$ cat src/rtl/alarm_responder.sv
// Alarm sequencer: arm/disarm by keypad code, entry delay, timed siren, latched trip indication.
// Optional LOCKOUT_EN macro: three consecutive bad codes while ARMED/ENTRY force the alarm.
module alarm_responder #(
  parameter int                ENTRY_DLY   = 16,
  parameter int                SIREN_TIME  = 64,
  parameter int                CODE_W      = 4,
  parameter logic [CODE_W-1:0] DISARM_CODE = CODE_W'(5)
) (
  input  logic              clk,
  input  logic              rst,
  input  logic              trip,
  input  logic              arm,
  input  logic              code_valid,
  input  logic [CODE_W-1:0] code,
  output logic              armed,
  output logic              pending,
  output logic              siren,
  output logic              tripped,
  output logic              code_err
);

  localparam int MAX_CNT = (ENTRY_DLY > SIREN_TIME) ? ENTRY_DLY : SIREN_TIME;
  localparam int CNT_W   = (MAX_CNT > 1) ? $clog2(MAX_CNT) : 1;
  localparam logic [CNT_W-1:0] ENTRY_LD = CNT_W'(ENTRY_DLY - 1);
  localparam logic [CNT_W-1:0] SIREN_LD = CNT_W'(SIREN_TIME - 1);

  typedef enum logic [2:0] {
    DISARMED = 3'd0,
    ARMED    = 3'd1,
    ENTRY    = 3'd2,
    ALARM    = 3'd3,
    TRIPPED  = 3'd4
  } state_t;

  state_t           r_state;
  logic [CNT_W-1:0] r_cnt;
  logic             r_code_err;

  logic w_good;
  logic w_bad;
  logic w_lock;

  assign w_good = code_valid && (code == DISARM_CODE);
  assign w_bad  = code_valid && (code != DISARM_CODE);

`ifdef LOCKOUT_EN
  logic [1:0] r_bad_cnt;

  // Third consecutive bad code; only acted on in ARMED/ENTRY by the FSM.
  assign w_lock = w_bad && (r_bad_cnt == 2'd2);

  always_ff @(posedge clk) begin
    if (rst) begin
      r_bad_cnt <= 2'd0;
    end else if (w_good || r_state == DISARMED) begin
      r_bad_cnt <= 2'd0;
    end else if (w_bad && r_bad_cnt != 2'd3) begin
      r_bad_cnt <= r_bad_cnt + 2'd1;
    end
  end
`else
  assign w_lock = 1'b0;
`endif

  always_ff @(posedge clk) begin
    if (rst) begin
      r_state    <= DISARMED;
      r_cnt      <= '0;
      r_code_err <= 1'b0;
    end else begin
      r_code_err <= w_bad && (r_state != DISARMED);
      case (r_state)
        DISARMED: begin
          if (arm) r_state <= ARMED;
        end
        ARMED: begin
          if (w_good) begin
            r_state <= DISARMED;
          end else if (w_lock) begin
            r_state <= ALARM;
            r_cnt   <= SIREN_LD;
          end else if (trip) begin
            r_state <= ENTRY;
            r_cnt   <= ENTRY_LD;
          end
        end
        ENTRY: begin
          if (w_good) begin
            r_state <= DISARMED;
          end else if (w_lock || r_cnt == '0) begin
            r_state <= ALARM;
            r_cnt   <= SIREN_LD;
          end else begin
            r_cnt <= r_cnt - 1'b1;
          end
        end
        ALARM: begin
          // Counter parks at zero once the siren period expires.
          if (w_good) begin
            r_state <= DISARMED;
          end else if (r_cnt == '0) begin
            r_state <= TRIPPED;
          end else begin
            r_cnt <= r_cnt - 1'b1;
          end
        end
        TRIPPED: begin
          if (w_good) r_state <= DISARMED;
        end
        default: begin
          r_state <= DISARMED;
        end
      endcase
    end
  end

  assign armed    = (r_state != DISARMED);
  assign pending  = (r_state == ENTRY);
  assign siren    = (r_state == ALARM);
  assign tripped  = (r_state == TRIPPED);
  assign code_err = r_code_err;

endmodule

$ cat config.mk
export PLATFORM = sky130hd
export DESIGN_NAME = alarm_responder
export DESIGN_NICKNAME = d
export VERILOG_FILES = /design/src/rtl/alarm_responder.sv
export SDC_FILE = /design/constraint.sdc
export NUM_CORES = 1
export LEC_CHECK = 0
export ABC_AREA = 1
export CORE_ASPECT_RATIO = 0.6
export CORE_UTILIZATION = 25
export CTS_CLUSTER_DIAMETER = 60
export DETAILED_ROUTE_END_ITERATION = 8
export PLACE_DENSITY = 0.46
export SLEW_MARGIN = 5
export SYNTH_ARGS = -nofsm -noshare
export SYNTH_HDL_FRONTEND = slang
export SYNTH_SLANG_ARGS = --single-unit
$ cat constraint.sdc
create_clock -name clk -period 1.6 [get_ports clk]
set_input_delay 0.16 -clock clk [delete_from_list [all_inputs] [get_ports clk]]
set_output_delay 0.16 -clock clk [all_outputs]
set_load 0.02 [all_outputs]
* Word-level counts from Yosys, hierarchy flattened *
Index checks and enable logic that the tools add are counted.

operators by class
  reductions and logical operators = 9
  equality and inequality tests = 16
  add/subtract/negate cells = 1
  muxes and demuxes = 16

operators by type and width
  kind                                                                      number
  6-bit two-way mux                                                         6
  3-bit two-way mux                                                         8
  6-bit one-hot mux with 3 select lines                                     1
  3-bit one-hot mux with 5 select lines                                     1
  2-bit inequality test (second input constant)                             6
  3-bit by 2-bit equality test with 1-bit output (second input constant)    2
  6-bit zero test                                                           1
  3-bit by 1-bit inequality test with 1-bit output (second input constant)  2
  6-bit AND reduction                                                       1
  3-bit nonzero test                                                        2
  6-bit by 1-bit subtractor with 6-bit output (second input constant)       1
  5-bit AND reduction                                                       1
  4-bit by 3-bit equality test with 1-bit output (second input constant)    1
  4-bit by 3-bit inequality test with 1-bit output (second input constant)  1
  3-bit by 1-bit equality test with 1-bit output (second input constant)    1
  3-bit equality test (second input constant)                               1
  1-bit logical AND                                                         3
  3-bit zero test                                                           1
  3-bit inequality test (second input constant)                             1
  2-bit by 1-bit inequality test with 1-bit output (second input constant)  1

storage, ports and cells
  logic and storage cells = 45
  bits of input ports = 9
  register bits after elaboration = 10

* Longest topological paths before layout *
  depth after elaboration = 4
  gate-level depth with buffers = 9
  mapped depth without buffers = 9

* Worst setup path before layout *
No wires, ideal clock.

  path type = flip-flop to flip-flop
  start = reg r_state[2]
  end = reg r_cnt[5]
  period minus slack after synthesis = 1.310 ns
  slack = 0.290 ns
  arrival time = 1.240 ns
  stages on the path, launching flop included = 8
  buffers on the path = 0
  cells stage by stage = dfxtp_1 -> inv_2 -> nand2_2 -> nor2_1 -> nand3_1 -> nand3_1 -> nand3_2 -> a21oi_1

between the ends
  longest elaborated chain between the ends = 3
  elaborated cells on any way between the ends = 11
  classes of those cells = eq/ne: 8; mux: 1; reduce/logical: 2

RTL lines
  what                                                                          line  RTL
  start, declared                                                               35    state_t r_state;
  start signal, assigned                                                        67    r_state <= DISARMED;
  start signal, assigned                                                        74    if (arm) r_state <= ARMED;
  start signal, assigned                                                        78    r_state <= DISARMED;
  3-bit by 2-bit equality test with 1-bit output *                              n/a
  via pending                                                                   16    output logic pending,
  2-bit inequality test (no line) / 3-bit nonzero test (equally long branches)  n/a
  6-bit AND reduction (no line)                                                 n/a
  end signal, assigned                                                          94    r_cnt <= r_cnt - 1'b1;
  end signal, assigned                                                          104   r_cnt <= r_cnt - 1'b1;
  end, declared                                                                 36    logic [CNT_W-1:0] r_cnt;

The timed path passes the listed nets; every way through them passes the cells marked *.
A chain may end at the register's enable or synchronous reset.

* Worst setup path after layout *
  start = reg r_state[1]
  end = out pending

between the ends
  longest elaborated chain between the ends = 1

RTL lines
  what                                            line  RTL
  3-bit by 2-bit equality test with 1-bit output  118   assign pending = (r_state == ENTRY);
  end, declared                                   16

No other way between the ends.

==> results.cfg <==
[sta]
maxSlewHeadroom = 0.820
fmax_ghz = 0.658
drv_slew = 0
fin_ws_ns = 0.0794
worst_slew_pin_slew_ns = 0.269
hold_viol = 0
skew_ns = 0.00671
fin_crit_ns = 1.52
fin_tns_setup_ns = 0
final.period_utilization = 0.950
rsz0062_at_grt = no
setup_viol = 0

[grt]
grt_pass1_wl_mm = 2.95
grt_usage = 0.142
overflow = 0
antenna_found_initial = 0
grt_pass1_vias = 638
grt_max_degree = 9

[cells_and_area]
nNetsFinal = 137
final_core_util = 0.388
mostFrequentLayoutCell = nand2_1
syn_to_final_growth_pct = 36.8
mostFrequentLayoutCells = nand2_1 (24), nor2_1 (19), inv_1 (17), dfxtp_1 (10)
layout-drive-gt1-share = 0.175
n_fill_cell = 246
diodes = 0
stdcell_area_um2 = 902

[worst_setup_path]
criticalPathCategory = flop to output pin
startpoint_type = flop
worstPathRequired_ns = 1.44
crit_path_end_kind = output pin
cp_max_fo = 4
cp.arrival_ns = 1.36

[cts]
ctsLongestPathBuffers = 2
cts_buffers = 3
insertion_delay_ns = 0.24
cts.sinks = 10
cts-root-buf = clkbuf_8
cts-htree-levels = 1
hold_buffers = 0
path_clk_slew_ns = 0.05
post-cts-setup-buffers = 0
cts_tree = done

[placed_design]
io_buffer_count = 13
place.gp.congestion = 0.892
placedInstanceArea_um2 = 850
pre_cts_ws_ns = 0.0582
dp_hpwl_mm = 1.33

[power_and_ir_drop]
leakagePower_nw = 0.441
vdd_drop_max_mv = 0.698
powerDensity_nw_per_um2 = 1920

[run_status]
status = completed

[routing]
totalWireLength_mm = 1.64
drtIter0Drc = 36
vias_per_cell = 4.42
drcViolationCount = 0
firstDrtPassIters = 4
vias = 690
ant_nets = 0
post_drt_wl_per_cell_um = 10.5

[hold_path]
min_path_type = flop to flop

[floorplan]
boundaryPins = 14
die_y_um = 41.8
rows = 13
core_area_um2 = 2330
die_x_um = 68.3
die_area_um2 = 2850
start_util = 0.283

[synthesis]
yosys_register_bits = 10
synth_nets = 116
avgSynthCellArea_um2 = 6.22
synthCells = 106
synthDistinctLibCells = 16
yosys_warnings = 0
synth_area_um2 = 659
ys_seq_area_frac = 0.304

[run]
maxCapViolCount = 0
## Yosys cell counts
cell     instances  area share
nand2_1         24        0.14
nor2_1          20        0.11
inv_1           17       0.097
dfxtp_1         10        0.30
nand3_1          9       0.068
a21oi_1          6       0.046
inv_2            4       0.023
nand3_2          3       0.046
nor2_4           3       0.051
nand4_1          2       0.019
o21ai_0          2       0.015
o21ai_2          2       0.027
a21oi_2          1       0.013
ha_1             1       0.019
nand2_2          1      0.0095
xnor2_1          1       0.013
## per-stage QoR
stage / std cells / power (W) / hold WS, ns
after floorplan: 106 / 0.00116 / 0.222
after global placement: 152 / 0.00144 / 0.504
after detailed placement: 152 / 0.00142 / 0.500
after CTS: 156 / 0.00173 / 0.511
after global routing: 156 / 0.00193 / 0.532
final: 156 / 0.00173 / 0.511
## per-layer routing
layer / vias up / part of all wire / global-route usage
li1: 365 / - / -
met1: 306 / 0.53 / 0.208
met2: 15 / 0.40 / 0.186
met3: 4 / 0.055 / 0.0495
met4: 0 / 0.013 / 0.0500
met5: - / 0 / 0
## cells by family after synthesis
| kind of cell | after synthesis | synth area share |
|---|---|---|
| AO/OA/AOI/OAI | 11 | 0.101 |
| XOR/XNOR | 1 | 0.0133 |
| adder cells (fa/ha/maj) | 1 | 0.0190 |
| buffers and inverters | 21 | 0.120 |
| flip-flops | 10 | 0.304 |
| AND/OR/NAND/NOR | 62 | 0.444 |
## registers in the layout, indices dropped and copies added, names as in the netlist
name / flops
r_cnt: 6
r_state: 3
code_err: 1
## worst paths after layout
check / from / endpoint / slack (ns) / depth (start not counted)
worst max-delay path: r_state[1] / pending / 0.08 / 3
worst min-delay path: r_cnt[0] / r_cnt[0] / 0.51 / 2
worst max register to register: r_cnt[0] / r_cnt[3] / 0.19 / 7
worst min register to register: r_cnt[0] / r_cnt[0] / 0.51 / 2
## repair_timing
action / 4_1_cts / 5_1_grt
cloned: 0 / 0
setup endpoints to repair: 4 / 1
gates resized for setup: 4 / 1
## power breakdown
part           total (W)  switching, W  internal (W)  leakage [nW]
logic           0.000986      0.000625      0.000360         0.330
registers       0.000425     0.0000831      0.000342        0.0823
clock network   0.000322      0.000105      0.000217        0.0288
## worst max-delay path, cell delays in order, from the launching register on
cell and delay [ns]:
dfxtp_1 0.38, nand2_2 0.12, nor2_1 0.24, dlygate4sd2_1 0.38
## cell type report
class	instances	area, µm²	share of cell area
Tap cell	30	37.5	0.0416
Inverter	21	78.8	0.0874
Timing Repair Buffer	16	148	0.164
Sequential cell	10	200	0.222
Clock buffer	4	55.1	0.0610
Multi-Input combinational cell	75	383	0.424
No activity file was read; power rests on OpenSTA's default activity.
==> RTL edit 1: new RTL, same flow settings <==
Set the parameter `CODE_W` to 5 (it was 4).
--- a/src/rtl/alarm_responder.sv
+++ b/src/rtl/alarm_responder.sv
@@ -4,5 +4,5 @@
   parameter int                ENTRY_DLY   = 16,
   parameter int                SIREN_TIME  = 64,
-  parameter int                CODE_W      = 4,
+  parameter int                CODE_W      = 5,
   parameter logic [CODE_W-1:0] DISARM_CODE = CODE_W'(5)
 ) (
Ports: changed (resized code); port bits go from 14 to 15. No check against the original RTL was run, so the function may have changed too.
==> RTL edit 1 against the unedited design <==
Cell area grew 8.5%. Sequential cell count is the same. Critical path depth grew 2. Setup slack gained 0.021 ns. Area after synthesis grew 5.9%. Clock power is essentially flat. Register-to-register slack lost 0.02 ns. Cell count grew 1.3%. Routed wire length grew 9.5%. Largest cell class unchanged. Worst hold slack lost 0.011 ns. Total power shrank 6.9%.
==> RTL edit 1: results (changes against the unedited design) <==
[status]
status = complete, no violations  ; unchanged

[sta]
whs_ns = 0.500  ; was 0.511 ns
worst_slew_pin_slew_ns = 0.454  ; was 0.269 ns

[min_path]
holdPathEnd = r_cnt[5]$_SDFFE_PP0P_  ; was r_cnt[0]$_SDFFE_PP0P_
hold_path_class = reg -> reg  ; unchanged
holdCritStartpoint = r_cnt[5]$_SDFFE_PP0P_  ; was r_cnt[0]$_SDFFE_PP0P_

[critical_path]
r2r_setup_slack_ns = 0.17  ; was 0.19 ns
cp_top_family = buffers and inverters  ; was flip-flops
reg2reg_to = r_cnt[1]$_SDFFE_PP0P_  ; was r_cnt[3]$_SDFFE_PP0P_
cp-startpoint = r_state[1]$_SDFFE_PP0P_  ; unchanged
crit_arrival_ns = 1.34  ; was 1.36 ns
reg2reg_from = r_cnt[0]$_SDFFE_PP0P_  ; unchanged
path_max_fanout = 5  ; was 4

[route]
vias = 710  ; was 690
dr_wl_met3_microns = 94  ; was 90 microns
drtIter0Drc = 24  ; was 36
drt-total-wl_mm = 1.80  ; was 1.64 mm
routed-wl-met2_microns = 679  ; was 655 microns
met1_length_mm = 1.01  ; was 876 microns

[synth]
yosys_most_used_dff = dfxtp_1  ; unchanged
synth_xor_area_share_pct = 3.76  ; was 1.33%
synth_common_cells = nand2_1 (29), inv_1 (12), dfxtp_1 (10), a21oi_1 (9), nor2_1 (9)  ; was nand2_1 (24), nor2_1 (20), inv_1 (17), dfxtp_1 (10), nand3_1 (9)
postSynthAreaPerCell_sq_um = 6.78  ; was 6.22 sq um
synth-compound-area-share_pct = 10.8  ; was 10.1%
synth_seq_area_share_pct = 28.7  ; was 30.4%
ys_types = 22  ; was 16
syn_nets = 115  ; was 116
ys_top_cells_by_area = dfxtp_1 (29%), nand2_1 (16%), a21oi_1 (6.5%)  ; was dfxtp_1 (30%), nand2_1 (14%), nor2_1 (11%)

[placement]
dp.cells = 154  ; was 152
hpwl_mm = 1.46  ; was 1.33 mm
pre_cts_ws_ns = -0.0935  ; was 0.0582 ns
io_buffers = 14  ; was 13
globalplace.congestion = 0.745  ; was 0.892
dpl_cell_area_sq_um = 920  ; was 850 sq um

[global_route]
met2_usage_pct = 18.1  ; was 18.6%
grt_pass1_vias = 641  ; was 638
grt_use_met1_pct = 18.7  ; was 20.8%
grt_use_total_pct = 13.3  ; was 14.2%
grt_pass1_wl_mm = 2.99  ; was 2.95 mm
grt_start_max_net_pins = 8  ; was 9
use_met3_pct = 5.23  ; was 4.95%

[layout]
drive_gt1_share_pct = 19.0  ; was 17.5%
fill_cells = 276  ; was 246
top_register = r_cnt  ; unchanged
nNetsFinal = 139  ; was 137

[clock_network]
ctsResizeCount = 5  ; was 4
cts_max_path_buffers = 2  ; unchanged

[power]
ir_drop_uv = 503  ; was 698 uV

## RTL edit 1: final cells by class
type	instances	area (sq um)	share of cell area, %
Multi-Input combinational cell	77	445	45.5
Timing Repair Buffer	20	180	18.4
Sequential cell	10	201	20.6
Inverter	15	56.3	5.75
Tap cell	32	40.0	4.09
Clock buffer	4	55.1	5.63
## RTL edit 1: power breakdown
group          switching [mW]  total (mW)  internal [mW]
clock                   0.104       0.321          0.217
sequential             0.0893       0.413          0.324
combinational           0.502       0.880          0.378
## RTL edit 1: how the worst max path moves through the flow
stage | slack, ns | cells past startpoint | endpoint
after CTS | 0.09 | 5 | pending
after detailed placement | -0.09 | 8 | r_cnt[5]$_SDFFE_PP0P_
after global placement | -0.05 | 8 | r_cnt[4]$_SDFFE_PP0P_
final | 0.10 | 5 | pending
after global routing | 0.008 | 8 | r_cnt[0]$_SDFFE_PP0P_
after floorplan | 0.29 | 5 | r_state[0]$_SDFFE_PP0P_
==> RTL edit 2: new RTL, same settings <==
Without the edit above. Re-encode `state_t` (5 states) as one-hot, 5 bits wide.
--- a/src/rtl/alarm_responder.sv
+++ b/src/rtl/alarm_responder.sv
@@ -25,10 +25,10 @@
   localparam logic [CNT_W-1:0] SIREN_LD = CNT_W'(SIREN_TIME - 1);
 
-  typedef enum logic [2:0] {
-    DISARMED = 3'd0,
-    ARMED    = 3'd1,
-    ENTRY    = 3'd2,
-    ALARM    = 3'd3,
-    TRIPPED  = 3'd4
+  typedef enum logic [4:0] {
+    DISARMED = 5'b00001,
+    ARMED    = 5'b00010,
+    ENTRY    = 5'b00100,
+    ALARM    = 5'b01000,
+    TRIPPED  = 5'b10000
   } state_t;
 
Check against the original RTL: same outputs for any inputs over 10 cycles, from zero or initial values and one cycle with rst high; not proved beyond that.
==> RTL edit 2 against the unedited design <==
Area after synthesis rose by 38%. Synthesized cell count grew 30%. Via count rose by 30%. Setup slack better by 0.057 ns. Sequential cell count increased by 2. Highest routed layer unchanged. Cell area increased by 31%. Die area up 36%. Utilization fell by 3.7 points. Clock power shrank 16%. Routed wire length up 28%. Total power decreased by 1.8%.
==> RTL edit 2: results (changes against the unedited design) <==
[power]
p_leak_nw = 0.556  ; was 0.441 nW
ir_drop_uv = 470  ; was 698 uV
pwr-share-clk_pct = 15.9  ; was 18.6%
net-switching-power_uw = 789  ; was 814 uW
seq_power_uw = 461  ; was 425 uW

[synth]
ys_top_cells_by_area = dfxtp_1 (26%), nand2_1 (14%), nor2_1 (7.4%)  ; was dfxtp_1 (30%), nand2_1 (14%), nor2_1 (11%)
synth_seq_area_share_pct = 26.4  ; was 30.4%
syn_nets = 148  ; was 116
synth_warnings = 0  ; unchanged
ys_types = 24  ; was 16
syn_inst = 138  ; was 106
synth_common_cells = nand2_1 (35), nor2_1 (18), inv_1 (15), dfxtp_1 (12), inv_2 (10)  ; was nand2_1 (24), nor2_1 (20), inv_1 (17), dfxtp_1 (10), nand3_1 (9)

[clock_network]
cts_max_path_buffers = 2  ; unchanged
cts_made_buffers = 3  ; unchanged
insertion_delay_ns = 0.24  ; about the same

[placement]
hpwl_mm = 1.74  ; was 1.33 mm
pre_cts_ws_ns = -0.0159  ; was 0.0582 ns
globalplace.congestion = 0.884  ; was 0.892
dp.cells = 202  ; was 152
dpl_cell_area_sq_um = 1140  ; was 850 sq um

[min_path]
holdCritStartpoint = r_cnt[5]$_SDFFE_PP0P_  ; was r_cnt[0]$_SDFFE_PP0P_
holdPathEnd = r_cnt[5]$_SDFFE_PP0P_  ; was r_cnt[0]$_SDFFE_PP0P_

[critical_path]
r2r_setup_slack_ns = 0.16  ; was 0.19 ns
path_max_fanout = 5  ; was 4
reg2reg_to = r_cnt[4]$_SDFFE_PP0P_  ; was r_cnt[3]$_SDFFE_PP0P_
rr_worst_depth = 10  ; was 7
slowest_delay_ns = 0.41  ; was 0.38 ns
crit_arrival_ns = 1.30  ; was 1.36 ns
reg2reg_from = r_cnt[0]$_SDFFE_PP0P_  ; unchanged

[sta]
slew_headroom_pct = 78.7  ; was 82.0%
max_freq_mhz = 683  ; was 658 MHz
whs_ns = 0.494  ; was 0.511 ns
fin_worst_skew_ns = 0.00197  ; was 0.00671 ns

[layout]
drive_gt1_share_pct = 24.4  ; was 17.5%
fill_cells = 368  ; was 246
nNetsFinal = 172  ; was 137

[route]
drtIter0Drc = 50  ; was 36
vias_per_cell = 4.38  ; was 4.42
drt-total-wl_mm = 2.11  ; was 1.64 mm
detail_route.wl_per_cell_microns = 10.3  ; was 10.5 microns

[global_route]
grt_pass1_wl_mm = 3.47  ; was 2.95 mm
grt_pass1_vias = 764  ; was 638
antenna_found_initial = 0  ; unchanged
grt_use_total_pct = 11.8  ; was 14.2%

[status]
status = complete, no violations  ; unchanged

[RTL edit 2: worst max-delay path by stage]
stage	startpoint	end
2_1_floorplan	r_state[0]$_SDFFE_PP1P_	r_state[4]$_SDFFE_PP0P_
3_3_place_gp	code[1]	r_cnt[2]$_SDFFE_PP0P_
3_5_place_dp	code[1]	r_cnt[4]$_SDFFE_PP0P_
4_1_cts	r_cnt[0]$_SDFFE_PP0P_	r_cnt[2]$_SDFFE_PP0P_
5_1_grt	r_cnt[0]$_SDFFE_PP0P_	r_cnt[5]$_SDFFE_PP0P_
6_report	r_state[0]$_SDFFE_PP1P_	armed
[RTL edit 2: layer usage]
metal	global-route usage [%]	up-vias	part of all wire [%]
met4	1.79	0	0.62
met5	0	-	0
met2	16.8	25	39
met1	17.3	388	55
li1	-	482	-
met3	3.96	2	5.1
[RTL edit 2: repair_timing]
action	CTS	global route
gates resized for setup	4	1
endpoints found under the setup margin	4	5
hold endpoints to repair	0	0
[RTL edit 2: final cells by class]
cell class	instances	area [sq um]	area share [%]
multi-input combinational	101	578	49.0
sequential	12	240	20.4
timing repair buffer	19	170	14.4
inverter	25	93.8	7.95
tap	45	56.3	4.77
clock buffer	3	41.3	3.50
[RTL edit 2: kinds of logic after synthesis]
kind of cell / count (synthesis) / share of synthesized area, %
AO/OA/AOI/OAI: 14 / 8.94
XOR/XNOR: 1 / 0.963
adder cells (fa/ha/maj): 1 / 1.38
buffers and inverters: 25 / 10.3
flip-flops: 12 / 26.4
AND/OR/NAND/NOR: 85 / 52.0
[RTL edit 2: metrics by stage]
stage	power [mW]	setup TNS, ns
after floorplan	1.20	0
after global placement	1.46	-0.00433
final	1.70	0
after global routing	1.86	0
after CTS	1.72	0
after detailed placement	1.46	-0.0361
